[config.mk]
export PLATFORM = sky130hd
export DESIGN_NAME = bin_to_bcd_seq
export DESIGN_NICKNAME = d
export VERILOG_FILES = /design/src/rtl/bcd_pkg.sv /design/src/rtl/bcd_digit_adjust.sv /design/src/rtl/bin_to_bcd_seq.sv
export SDC_FILE = /design/constraint.sdc
export NUM_CORES = 1
export LEC_CHECK = 0
export CORE_MARGIN = 1
export CORE_UTILIZATION = 25
export CTS_CLUSTER_DIAMETER = 40
export DETAILED_ROUTE_END_ITERATION = 7
export GPL_ROUTABILITY_DRIVEN = 1
export GPL_TIMING_DRIVEN = 0
export PLACE_DENSITY_LB_ADDON = 0.05
export SYNTH_ARGS = -nofsm -noshare
export SYNTH_HDL_FRONTEND = slang
export SYNTH_SLANG_ARGS = --single-unit
export TNS_END_PERCENT = 5
[constraint.sdc]
create_clock -name clock -period 2.95 [get_ports clock]
set_clock_uncertainty 0.1 [all_clocks]
set_input_delay 0.59 -clock clock [delete_from_list [all_inputs] [get_ports clock]]
set_output_delay 0.59 -clock clock [all_outputs]
set_load 0.01 [all_outputs]
[src/rtl/bcd_pkg.sv]
// bcd_pkg: shared state encoding and digit-count helper for the BCD converter
package bcd_pkg;
  typedef enum logic [1:0] {IDLE, SHIFT, DONE} state_t;
  function automatic int bcd_digits(input int w);
    longint unsigned lim, p;
    int d;
    lim = (64'd1 << w) - 64'd1;
    p = 64'd1;
    d = 0;
    while (p <= lim) begin
      p = p * 64'd10;
      d++;
    end
    return d;
  endfunction
endpackage

[src/rtl/bcd_digit_adjust.sv]
// bcd_digit_adjust: double-dabble correction, adds 3 to any digit of 5 or more
module bcd_digit_adjust (
  input  logic [3:0] digit,
  output logic [3:0] adjusted
);
  assign adjusted = (digit >= 4'd5) ? digit + 4'd3 : digit;
endmodule

[src/rtl/bin_to_bcd_seq.sv]
// bin_to_bcd_seq: one-shift-per-clock double-dabble converter with start/busy/done handshake
module bin_to_bcd_seq
  import bcd_pkg::*;
#(
  parameter int W_BIN    = 16,
  parameter int N_DIGITS = 5
) (
  input  logic                  clock,
  input  logic                  reset,
  input  logic                  start,
  input  logic [W_BIN-1:0]      bin_in,
  output logic                  busy,
  output logic                  done,
  output logic [4*N_DIGITS-1:0] bcd_out
);
  localparam int BW = 4 * N_DIGITS;
  localparam int SW = BW + W_BIN;
  localparam int CW = $clog2(W_BIN + 1);
  if (N_DIGITS < bcd_digits(W_BIN)) begin : g_too_few_digits
    $error("bin_to_bcd_seq: N_DIGITS too small for W_BIN");
  end
  state_t          state, state_nxt;
  logic [SW-1:0]   sr, sr_nxt, shifted;
  logic [BW-1:0]   adj, bcd_nxt;
  logic [CW-1:0]   cnt, cnt_nxt;
  for (genvar i = 0; i < N_DIGITS; i++) begin : g_adj
    bcd_digit_adjust u_adj (
      .digit   (sr[W_BIN+4*i +: 4]),
      .adjusted(adj[4*i +: 4])
    );
  end
  assign shifted = {adj, sr[W_BIN-1:0]} << 1;
  assign busy    = state == SHIFT;
  assign done    = state == DONE;
  // bcd_out only moves on the final shift so the display never sees partial digits
  always_comb begin
    state_nxt = state;
    sr_nxt    = sr;
    cnt_nxt   = cnt;
    bcd_nxt   = bcd_out;
    if (state == SHIFT) begin
      sr_nxt  = shifted;
      cnt_nxt = cnt - 1'b1;
      if (cnt == CW'(1)) begin
        bcd_nxt   = shifted[SW-1 -: BW];
        state_nxt = DONE;
      end
    end else if (start) begin
      sr_nxt    = {{BW{1'b0}}, bin_in};
      cnt_nxt   = CW'(W_BIN);
      state_nxt = SHIFT;
    end else begin
      state_nxt = IDLE;
    end
  end
  always_ff @(posedge clock or negedge reset) begin
    if (!reset) begin
      state   <= IDLE;
      sr      <= '0;
      cnt     <= '0;
      bcd_out <= '0;
    end else begin
      state   <= state_nxt;
      sr      <= sr_nxt;
      cnt     <= cnt_nxt;
      bcd_out <= bcd_nxt;
    end
  end
endmodule

; ---- Word level (Yosys, flattened, before mapping)
; Cells that the tools add are included.
[totals]
regBits = 63
memories = 0
rom_bits = 0
in_bits = 19
latchBits = 0
ram_bits = 0
output_inout_bits = 22
elab_cells = 33
[classes]
bitwise_logic = 0
n_eq_ne = 4
n_lt_le_gt_ge = 5
n_reduce_logical = 2
n_div = 0
add_sub_neg = 6
muxes = 12
n_shift = 0
multipliers = 0
[ops]
columns = operator, count
row1 = 36-bit 2-to-1 mux, 2
row2 = "4-bit by 3-bit >= comparator with 1-bit output, second input constant", 5
row3 = "4-bit by 2-bit adder with 4-bit output, second input constant", 4
row4 = 4-bit 2-to-1 mux, 4
row5 = 5-bit 2-to-1 mux, 2
row6 = "5-bit by 1-bit == test with 1-bit output, second input constant", 1
row7 = "5-bit by 1-bit subtractor with 5-bit output, second input constant", 1
row8 = 2-bit 2-to-1 mux, 2
row9 = "3-bit by 2-bit adder with 3-bit output, second input constant", 1
row10 = 3-bit 2-to-1 mux, 1
row11 = "2-bit by 1-bit == test with 1-bit output, second input constant", 1
row12 = "2-bit == test, second input constant", 1
row13 = "2-bit by 1-bit != test with 1-bit output, second input constant", 1
row14 = 2-bit AND reduction, 1
row15 = 2-bit nonzero test, 1
row16 = 1-bit 2-to-1 mux, 1

; ---- Longest topological paths before layout
[logic_depth]
ltp_word = 3
mapped_depth = 6
depth_no_buf = 6

; ---- Cells and area by module
; From an unflattened synthesis, not the netlist that was laid out.
[hier_totals]
hier_cells = 310
hier_area_um2 = 3244.4
[by_module_without_submodules]
columns = module, seq_area_each_um2, area_per_inst_um2, instances, cells_each
row1 = bin_to_bcd_seq, 1576.5, 2737.6, 1, 230
row2 = bcd_digit_adjust, 0.0, 101.3, 5, 16

; ---- Worst setup path after synthesis
; OpenSTA, ideal clock, no wires.
[synth_path]
path_type = register to output
start = reg state[1]
end = out busy
arrival_ns = 0.986
path_stages_with_launch = 5
slack_ns = 1.274
cell_sequence = dfrtp_1 nand2b_1 inv_2 buf_2 buf_2
[synth_between]
elab_chain_len = 1
[synth_rtl]
columns = item, line_no
row1 = "start, declared", bin_to_bcd_seq.sv:22  ; state_t state, state_nxt;
row2 = "start signal, assigned", bin_to_bcd_seq.sv:63  ; state <= state_nxt;
row3 = 2-bit by 1-bit == test with 1-bit output, bin_to_bcd_seq.sv:33  ; assign busy = state == SHIFT;
row4 = "end, declared", bin_to_bcd_seq.sv:12  ; output logic busy,
; Every way passes these cells.

; ---- Final worst setup path
; Same ends and word-level chain as after synthesis.

==> flow_metrics.env <==
export IMPL_fillers=1184
export IMPL_rows=39
export IMPL_rsz0062_at_grt="false"
export IMPL_die_x_um=112
export IMPL_gp_congestion=0.698
export IMPL_overflow=0
export IMPL_yosys_area_share_xor_xnor_pct=1.46
export IMPL_total_power_w=0.00409
export IMPL_yosysSeqAreaShare_pct=52.4
export IMPL_synth_area_mux_share_pct=7.57
export IMPL_path_clk_slew_ps=50
export IMPL_status="complete, no violations"
export IMPL_slew_violations=0
export IMPL_drt_pass1_iterations=5
export IMPL_viasPerCell=4.61
export IMPL_root_buffer="clkbuf_16"
export IMPL_power_frac_clock_pct=23.0
export IMPL_cts_buffers=9
export IMPL_synth_top_family_by_area="compound AO/OA/AOI/OAI gates"
export IMPL_whs_ps=162
export IMPL_postCtsSetupRepairBufs=0
export IMPL_p_int_w=0.00257
export IMPL_r2r_start="sr[28]$_DFFE_PN0P_"
export IMPL_dp_hpwl_um=4880
export IMPL_p_switching_w=0.00152
export IMPL_start_util_pct=26.0
export IMPL_hold_class="in -> async"
export IMPL_final_cell_mix="dfrtp_1 (63), o21ai_0 (57), nand2_1 (38), clkdlybuf4s50_1 (38), mux2i_1 (16)"
export IMPL_hold_buffers=0
export IMPL_hold_viol=0
export IMPL_grt_use_total_pct=13.3
export IMPL_period_needed_ps=2700
export IMPL_worstPathRequired_ps=2260
export IMPL_drive_gt1_share_pct=8.31
export IMPL_final_antenna_net_count=0
export IMPL_synthSimpleGateAreaFrac_pct=13.6
export IMPL_numPortBuffers=39
export IMPL_rrSetupSlack_ps=1130
export IMPL_via_count=2270
export IMPL_finalSetupViolCount=0
export IMPL_synth_seq_cells=63
export IMPL_rr_worst_depth=6
export IMPL_avgSynthCellArea_um2=10.1
export IMPL_dpl_cell_count=480
export IMPL_die_area_um2=12500
export IMPL_syn_inst=297
export IMPL_clkLatencyLatePin_ps=330
export IMPL_arrival_ps=2010
export IMPL_post_drt_wl_per_cell_um=15.2
export IMPL_ys_warn_count=0
export IMPL_cts_resized=0
export IMPL_io_pins=41
export IMPL_p_per_area_nw_per_um2=1060
export IMPL_fin_cells=492
export IMPL_fin_nets=378
export IMPL_core_area_um2=11600
export IMPL_criticalPathCategory="reg -> out"
export IMPL_vdd_drop_max_uv=329
export IMPL_worstPathMaxFanout=17
export IMPL_drt_wl_total_um=7460
export IMPL_p_leak_nw=1.67
export IMPL_clock_fmax_mhz=370
export IMPL_diodes=0
export IMPL_worstMarginPinSlew_ps=669
export IMPL_drc=0
export IMPL_fin_crit_sh_pct=91.6
export IMPL_pwr_share_seq_pct=36.3
export IMPL_area_delta_synth_final_pct=28.0
export IMPL_ys_top_cells_by_area="dfrtp_1 (52%), o21ai_0 (9.5%), mux2i_1 (5.3%)"
export IMPL_maxSlewHeadroom_pct=55.4
export IMPL_grt_first_pass_wirelength_um=12600
export IMPL_yosys_area_top_type="dfrtp_1"
export IMPL_reg2reg_to="bcd_out[14]$_DFFE_PN0P_"
export IMPL_synth_cell_types=26
export IMPL_p_sw_share_pct=37.1
export IMPL_synth_top_cell_area_share_pct=52.4
export IMPL_cap_violations=0
export IMPL_synth_area_um2=3010
export IMPL_clockBufferDepth=2
export IMPL_grt_antenna_before_repair=0
export IMPL_cts_tree="yes"
export IMPL_syn_nets=328
export IMPL_synth_fa_ha_area_share_pct=4.99
export IMPL_dr_first_iter_drc_count=125
export IMPL_combPwrFrac_pct=40.7
export IMPL_synth_compound_area_share_pct=15.7
export IMPL_worstSetupStartpointType="flop"
export IMPL_cp_end_kind="output pin"
export IMPL_clock_sinks=63
export IMPL_final_common_cell="dfrtp_1"
export IMPL_grt_max_degree=64
export IMPL_grt_pass1_vias=2352
export IMPL_cts_htree_levels=3
export IMPL_die_y_um=112
[metal layers]
metal | track usage [%] | vias up | wire length [µm]
met1 | 17.6 | 1088 | 3750
met4 | 5.41 | 0 | 146
li1 | - | 1131 | -
met5 | 0 | - | 0
met3 | 3.54 | 11 | 243
met2 | 20.7 | 40 | 3320
[layout make-up]
class	instances	area, µm²	area share, %
buffer	15	68.8	1.79
clock buffer	11	243	6.31
clock inverter	2	10.0	0.260
inverter	14	52.6	1.37
multi-input combinational	204	1300	33.9
sequential	63	1580	41.0
tap	143	179	4.65
timing repair buffer	40	415	10.8
[power groups by stage]
stage / Clock [W] / Combinational [W] / Sequential [W]
2_1_floorplan: 0 / 0.00107 / 0.00149
3_3_place_gp: 0 / 0.00170 / 0.00150
3_5_place_dp: 0 / 0.00172 / 0.00149
4_1_cts: 0.000980 / 0.00172 / 0.00149
5_1_grt: 0.00101 / 0.00193 / 0.00154
6_report: 0.000942 / 0.00166 / 0.00148
[cell usage after synthesis]
cell type and n:
ha_1 12, nor3b_2 1, nor3_1 1, mux2i_1 16, nand3b_1 5, nor2b_1 1
inv_1 13, a32o_1 5, buf_2 8, mux2_2 5, or3_1 10, inv_2 1
dfrtp_1 63, nor3b_1 9, a21oi_1 15, nand3_1 2, o21ai_0 57, buf_4 1
clkbuf_1 7, o31ai_1 7, a22o_1 1, mux2_1 1, xnor2_1 5, nand2b_1 7
nor2_1 6, nand2_1 38
[critical path, cell delays in order, from the launching register on]
cell and delay [ps]:
dfrtp_1 390, nand2b_1 180, inv_2 250, buf_2 290, clkdlybuf4s50_1 570
[state kept, by name, summed over array words and instances (netlist names)]
register	flops
sr	36
bcd_out	20
cnt	5
state	2
[cell families after synthesis]
kind of cell	Yosys count
buf+inv	30
mux	22
simple gates	80
compound gates	85
fa+ha+maj	12
flops	63
xor+xnor	5
[worst max path at each step]
| stage | start | cells past startpoint | endpoint |
|---|---|---|---|
| detailed placement | state[1]$_DFFE_PN0P_ | 5 | busy |
| global placement | reset | 1 | sr[10]$_DFFE_PN0P_ |
| global route | state[1]$_DFFE_PN0P_ | 4 | busy |
| CTS | state[1]$_DFFE_PN0P_ | 5 | busy |
| finish | state[1]$_DFFE_PN0P_ | 4 | busy |
| floorplan | state[1]$_DFFE_PN0P_ | 4 | busy |
[through the flow]
step / util (%) / area (µm²) / TNS, ps / worst slack, ps
3_5_place_dp: 31.1 / 3600 / 0 / 404
4_1_cts: 33.3 / 3850 / 0 / 41.9
2_1_floorplan: - / 3010 / 0 / 1270
5_1_grt: 33.3 / 3850 / 0 / 83.1
3_3_place_gp: 30.9 / 3580 / -81690 / -1300
6_report: 33.3 / 3850 / 0 / 247
Note: power is estimated with default switching activity, not from simulation.
